--- config.mk ---
export PLATFORM = sky130hd
export DESIGN_NAME = ring_decoder
export DESIGN_NICKNAME = d
export VERILOG_FILES = /design/src/rtl/ring_decoder.sv
export SDC_FILE = /design/constraint.sdc
export NUM_CORES = 1
export LEC_CHECK = 0
export CELL_PAD_IN_SITES_DETAIL_PLACEMENT = 1
export CELL_PAD_IN_SITES_GLOBAL_PLACEMENT = 1
export CORE_MARGIN = 5
export CORE_UTILIZATION = 30
export DETAILED_ROUTE_END_ITERATION = 12
export PLACE_DENSITY = 0.58
export SYNTH_ARGS = -nofsm -noshare
export SYNTH_HDL_FRONTEND = slang
export SYNTH_SLANG_ARGS = --single-unit
--- constraint.sdc ---
create_clock -name clk -period 2.39 [get_ports clk]
set_input_delay 0.478 -clock clk [delete_from_list [all_inputs] [get_ports clk]]
set_output_delay 0.478 -clock clk [all_outputs]
set_load 0.01 [all_outputs]
--- src/rtl/ring_decoder.sv ---
// Receive-side decoder for the 4-bit one-hot rotating LED ring.
// It synchronizes and debounces the pattern, then tracks position, direction and a wrapping step count.
module ring_decoder #(
  parameter int STABLE_CYCLES = 4,
  parameter int COUNT_W       = 8
) (
  input  logic               clk,
  input  logic               rst_n,
  input  logic [3:0]         leds,
  output logic [1:0]         pos,
  output logic               dir,
  output logic               step,
  output logic [COUNT_W-1:0] count,
  output logic               locked,
  output logic               err_skip,
  output logic               err_illegal
);

  typedef enum logic {UNLOCKED, LOCKED} state_t;

  localparam logic [7:0] STAB_MAX = 8'(STABLE_CYCLES);

  function automatic logic is_onehot(input logic [3:0] p);
    return (p != 4'b0000) && ((p & (p - 4'd1)) == 4'b0000);
  endfunction

  function automatic logic [1:0] onehot_idx(input logic [3:0] p);
    logic [1:0] idx;
    idx = 2'd0;
    for (int i = 0; i < 4; i++)
      if (p[i]) idx = 2'(i);
    return idx;
  endfunction

  logic [3:0] sync_p0, sync_p1;
  logic [3:0] cand_p2;
  logic [7:0] stab_p2;
  logic       acc_p2;
  logic       vld_p3;
  logic [3:0] pat_p3;

  state_t             state, state_n;
  logic [1:0]         pos_n;
  logic               dir_n, step_n, skip_n, ill_n;
  logic [COUNT_W-1:0] count_n;
  logic [1:0]         new_idx, delta;

  // Acceptance fires only on the edge where stab reaches STAB_MAX; a reload counts as reaching 1.
  always_comb begin
    if (sync_p1 != cand_p2) acc_p2 = (STAB_MAX == 8'd1);
    else                    acc_p2 = (stab_p2 == STAB_MAX - 8'd1);
  end

  // p0/p1: two-flop synchronizer; p2: stability filter; p3: accepted pattern
  always_ff @(posedge clk or negedge rst_n) begin
    if (!rst_n) begin
      sync_p0 <= 4'b0000;
      sync_p1 <= 4'b0000;
      cand_p2 <= 4'b0000;
      stab_p2 <= 8'd0;
      vld_p3  <= 1'b0;
      pat_p3  <= 4'b0000;
    end else begin
      sync_p0 <= leds;
      sync_p1 <= sync_p0;
      vld_p3  <= acc_p2;
      pat_p3  <= sync_p1;
      if (sync_p1 != cand_p2) begin
        cand_p2 <= sync_p1;
        stab_p2 <= 8'd1;
      end else if (stab_p2 != STAB_MAX) begin
        stab_p2 <= stab_p2 + 8'd1;
      end
    end
  end

  assign new_idx = onehot_idx(pat_p3);
  assign delta   = new_idx - pos;

  always_comb begin
    state_n = state;
    pos_n   = pos;
    dir_n   = dir;
    count_n = count;
    step_n  = 1'b0;
    skip_n  = 1'b0;
    ill_n   = 1'b0;
    if (vld_p3) begin
      if (!is_onehot(pat_p3)) begin
        ill_n   = 1'b1;
        state_n = UNLOCKED;
      end else if (state == UNLOCKED) begin
        pos_n   = new_idx;
        state_n = LOCKED;
      end else begin
        case (delta)
          2'd1: begin
            step_n  = 1'b1;
            dir_n   = 1'b1;
            count_n = count + COUNT_W'(1);
            pos_n   = new_idx;
          end
          2'd3: begin
            step_n  = 1'b1;
            dir_n   = 1'b0;
            count_n = count - COUNT_W'(1);
            pos_n   = new_idx;
          end
          2'd2: begin
            skip_n = 1'b1;
            pos_n  = new_idx;
          end
          default: ;
        endcase
      end
    end
  end

  // p4: decoded outputs
  always_ff @(posedge clk or negedge rst_n) begin
    if (!rst_n) begin
      state       <= UNLOCKED;
      pos         <= 2'd0;
      dir         <= 1'b1;
      count       <= '0;
      step        <= 1'b0;
      err_skip    <= 1'b0;
      err_illegal <= 1'b0;
    end else begin
      state       <= state_n;
      pos         <= pos_n;
      dir         <= dir_n;
      count       <= count_n;
      step        <= step_n;
      err_skip    <= skip_n;
      err_illegal <= ill_n;
    end
  end

  assign locked = (state == LOCKED);

endmodule
# Yosys cells after proc, flatten, opt, wreduce, memory -nomap -nowiden
# Index checks and enable logic that the tools add are counted.
# totals
elab_cells	56
rom_bits	0
ramBits	0
out_inout_bits	15
inputBits	6
memories	0
regBits	40
latch_bits	0
# classes
shift	0
mul	0
div_mod_pow	0
order_cmp	0
add_sub_neg	5
eq_ne	7
bitwise_logic	1
mux	21
n_reduce_logical	9
# ops
op	n
adder 8 x 1 -> 8 bit (second input constant)	2
two-way mux 8 bit	2
case mux 8 bit (2 select lines)	1
two-way mux 1 bit	13
equality test 8 x 2 -> 1 bit (second input constant)	1
two-way mux 2 bit	4
inequality test 8 x 3 -> 1 bit (second input constant)	1
subtractor 8 x 1 -> 8 bit (second input constant)	1
bitwise AND 4 bit	1
equality test 2 bit (second input constant)	2
zero test 4 bit	1
inequality test 4 bit	1
AND reduction 4 bit	1
nonzero test 2 bit	2
nonzero test 4 bit	1
subtractor 4 x 1 -> 4 bit (second input constant)	1
AND reduction 3 bit	1
OR reduction 3 bit	1
equality test 2 x 1 -> 1 bit (second input constant)	1
inequality test 2 bit (second input constant)	1
case mux 1 bit (2 select lines)	1
OR reduction 2 bit	1
subtractor 2 bit	1
logical AND 1 bit	1

# Logic depth before layout (Yosys ltp)
# logic_depth
ltp_word	10
depth_mapped	11
mapped_depth_nobuf	11

# Worst setup path after synthesis
# No wires, ideal clock.
# synth_path
path_kind	register -> register
startpoint	register pat_p3[2]
endpoint	register count[6]
arrival_time_ns	2.450
path_stages_with_launch	12
setup_time_ns	0.079
period_less_slack_ns	2.530
n_path_buf	0
required_ns	2.311
slack_ns	-0.140
path_cell_list	dfrtp_1 > inv_1 > a21oi_1 > ha_1 > xnor2_2 > mux2i_1 > xnor2_1 > ha_1 > nand2_1 > or3_1 > a21oi_2 > xor2_1
# synth_via
elab_chain_cells	6
elab_cells_between_ends	13
cone_classes	add/sub (2); eq/ne (2); mux (3); bitwise (1); reduce/logical (5)
# synth_rtl
item	line_no	rtl
from (decl)	40	logic [3:0] pat_p3;
from (signal assigned)	67	pat_p3 <= sync_p1;
two-way mux 2 bit (2 in a row)	31	if (p[i]) idx = 2'(i);
subtractor 2 bit	78	assign delta = new_idx - pos;
equality test 2 bit / equality test 2 x 1 -> 1 bit (equally long branches)	96	case (delta)
nonzero test 2 bit (no source line)	--	
AND reduction 4 bit (no source line)	--	
to (signal assigned)	133	count <= count_n;
to (decl)	13	output logic [COUNT_W-1:0] count,
# Parallel ways exist; a longest one is shown, timed or not.
# A chain may end at the register's enable or synchronous reset.

# Final worst setup path
# layout_path
startpoint	register pat_p3[1]
endpoint	register count[6]
# layout_via
elab_chain_cells	7
elab_cells_between_ends	14
cone_classes	add/sub (2); eq/ne (2); mux (4); bitwise (1); reduce/logical (5)
# layout_rtl
item	line_no
two-way mux 1 bit	31
two-way mux 2 bit (2 in a row)	31
subtractor 2 bit	78
equality test 2 bit / equality test 2 x 1 -> 1 bit (equally long branches)	96
nonzero test 2 bit (no source line)	--
AND reduction 4 bit (no source line)	--
# Parallel ways exist; a longest one is shown, timed or not.

==> results.txt <==
Required @ worst endpoint - 2.62 ns
Kind of critical path - reg2reg
Routability cong. - 0.745
Max-slew violations - 0
Avg Inst Size Synth - 11.0 sq um
Post-synth EDFFs - 0
Register area share after synthesis - 0.553
Max IR drop VDD - 328 uV
Largest net degree at the start of global routing - 41
# fillers - 669
CTS sink cnt - 40
Worst setup SP type - flip-flop
Pleak - 0.999 nW
Hpwl dp - 2.79 mm
Drt total wl - 3.75 mm
Max_slew headroom - 0.402
Die height - 87.7 microns
Final Cell Area - 0.00231 sq mm
Asr flop ratio synth - 1.00
DP Cell Count - 257
Hold/Removal Path Class - in2async
GRT Total Usage - 0.111
Final Skew - 0.00712 ns
Synth Net Count - 174
Share of layout cells above drive strength 1 - 0.172
Final setup fails - 0
PD cells - 618 mW/mm^2
Row Count - 28
First-pass GRT wire length - 6.50 mm
Seq cells post-synth - 40
Clk_lat worst skew - 0.30 ns
Cell variety after synth - 44
Ys Warns - 0
Crit-path max FO - 6
Die area - 0.00769 sq mm
Crit path setup slack, layout - 0.0793 ns
Cell Area, Synth - 0.00181 sq mm
DR iter-0 viols - 22
CTS tree - done
Htree depth - 2
Cells after Synth - 164
Diode count - 0
GR Overflow Total - 0
Worst-Margin Slew - 0.897 ns
P&R area growth vs syn - 27.6%
DP Area - 0.00215 sq mm
Vias - 1293
Port bufs - 20
Clk buf depth - 2
Critical Path AT - 2.54 ns
Run status - complete, no violations
Vias in the first global route - 1347
Worst slack, placed - -0.0302 ns
Total I/O pin count - 21
Initial antenna violation count - 0
Core area - 0.00589 sq mm
Routed len/inst - 14.0 microns
Root Buffer - clkbuf_8
Post-route antenna net violation count - 0
Minimum clock period after layout - 2.31 ns
Hold Fails Final Rpt - 0
RSZ-0062 raised after global routing - true
Max Fclk - 0.433 GHz
Die W - 87.7 microns
DRC viols - 0
Initial Util - 0.308
Initial DRT Pass Iterations - 2
Fin nets - 201
CP Capture Type - flip-flop
CTS Buf Count - 5
Hold Worst Slack - 0.301 ns
Fin crit share - 0.967
Clock-pin slew on the worst setup and hold paths - 0.08 ns
Fin cells - 267
Ys flop type - dfrtp_1
Drt via density - 4.84
MaxCap Viol Count - 0
-- per-stage QoR --
stage	util	power [mW]	TNS, ns
2_1_floorplan	-	0.806	-0.0222
3_3_place_gp	0.365	0.860	0
3_5_place_dp	0.365	0.866	-0.0302
4_1_cts	0.388	1.46	0
5_1_grt	0.393	1.51	-0.0756
6_report	0.393	1.43	0
-- kinds of logic after synthesis --
logic type | synth area share
and+or+nand+nor | 0.182
DFF | 0.553
AOI/OAI and AO/OA | 0.0787
xor gates and xnor gates | 0.0960
buffers and inverters | 0.0318
muxes | 0.0311
adders and majority gates | 0.0276
-- power breakdown --
group          total (mW)  switching [mW]  internal (mW)
Combinational       0.142          0.0713         0.0711
Clock               0.567           0.253          0.314
Sequential          0.719          0.0207          0.698
-- critical path: stages, from the launching register on --
cell     delay [ns]
dfrtp_1        0.41
a21oi_4        0.19
ha_4           0.19
xnor2_4        0.13
mux2i_4        0.26
xnor2_1        0.14
ha_2           0.25
nand2_1        0.05
or3_1          0.32
a21oi_2        0.13
xor2_1         0.16
-- layout make-up --
cell class	count	area, sq um	share of cell area
clock buffer	5	68.8	0.0298
clock inverter	3	46.3	0.0200
inverter	6	22.5	0.00974
multi-input combinational	110	823	0.356
sequential	40	1000	0.433
tap	75	93.8	0.0406
timing repair buffer	28	255	0.110
-- Yosys cell counts (2+ instances only) --
library cell / count / area (sq um)
nand4_1: 4 / 25.0
dfrtp_1: 39 / 976
xor2_1: 8 / 70.1
inv_1: 6 / 22.5
a21oi_1: 6 / 30.0
clkbuf_1: 5 / 18.8
ha_1: 4 / 50.1
and3_1: 3 / 18.8
nor4b_1: 2 / 17.5
or3_1: 3 / 18.8
and2_1: 2 / 12.5
a211oi_1: 2 / 15.0
nor3_1: 5 / 25.0
nor2b_1: 2 / 12.5
nand2b_1: 3 / 18.8
nand3_1: 6 / 30.0
o21ai_0: 3 / 15.0
xnor2_1: 10 / 87.6
nor4_1: 3 / 18.8
mux2i_1: 3 / 30.0
nor2_1: 11 / 41.3
nand2_1: 12 / 45.0
-- per-layer routing --
layer,global-route usage,up-vias,wire length (microns)
met1,0.126,646,1540
met3,0.0376,6,191
li1,-,621,-
met5,0,-,0
met2,0.193,20,1960
met4,0.0418,0,65
-- state kept, by name, indices dropped and copies added, names as in the netlist --
| register | flops |
|---|---|
| sync_p0 | 4 |
| dir | 1 |
| err_illegal | 1 |
| count | 8 |
| cand_p2 | 4 |
| pos | 2 |
| pat_p3 | 4 |
| err_skip | 1 |
| vld_p3 | 1 |
| step | 1 |
| stab_p2 | 8 |
| sync_p1 | 4 |
| locked | 1 |
-- cell usage in the layout (no fill, tap or decap), drive strengths merged, types with 6 or more instances in the layout --
| master | netlist | routed |
|---|---|---|
| dfrtp | 39 | 39 |
| clkdlybuf4s50 | 0 | 19 |
| nand2 | 12 | 12 |
| nor2 | 11 | 11 |
| xnor2 | 11 | 11 |
| buf | 3 | 9 |
| xor2 | 8 | 8 |
| inv | 6 | 7 |
| a21oi | 7 | 7 |
| nand3 | 6 | 6 |
| nor3 | 6 | 6 |
-- path summary, 6_finish.rpt --
check | startpoint | to | slack [ns] | cells after the start
worst max-delay path | pat_p3[1] | count[6] | 0.08 | 10
worst min-delay path | rst_n | count[6] | 0.30 | 1
worst max register to register | pat_p3[1] | count[6] | 0.08 | 10
worst min register to register | sync_p0[1] | sync_p1[1] | 0.36 | 0
max in group asynchronous | rst_n | stab_p2[5] | 1.52 | 1
min in group clk | sync_p0[1] | sync_p1[1] | 0.36 | 0
-- what timing repair did --
action,4_1_cts,5_1_grt
endpoints found under the setup margin,2,3
hold buffers,0,0
pin swaps,1,4
buffers inserted,0,2
gates resized for setup,3,2
Note: power is estimated with default switching activity, not from simulation.
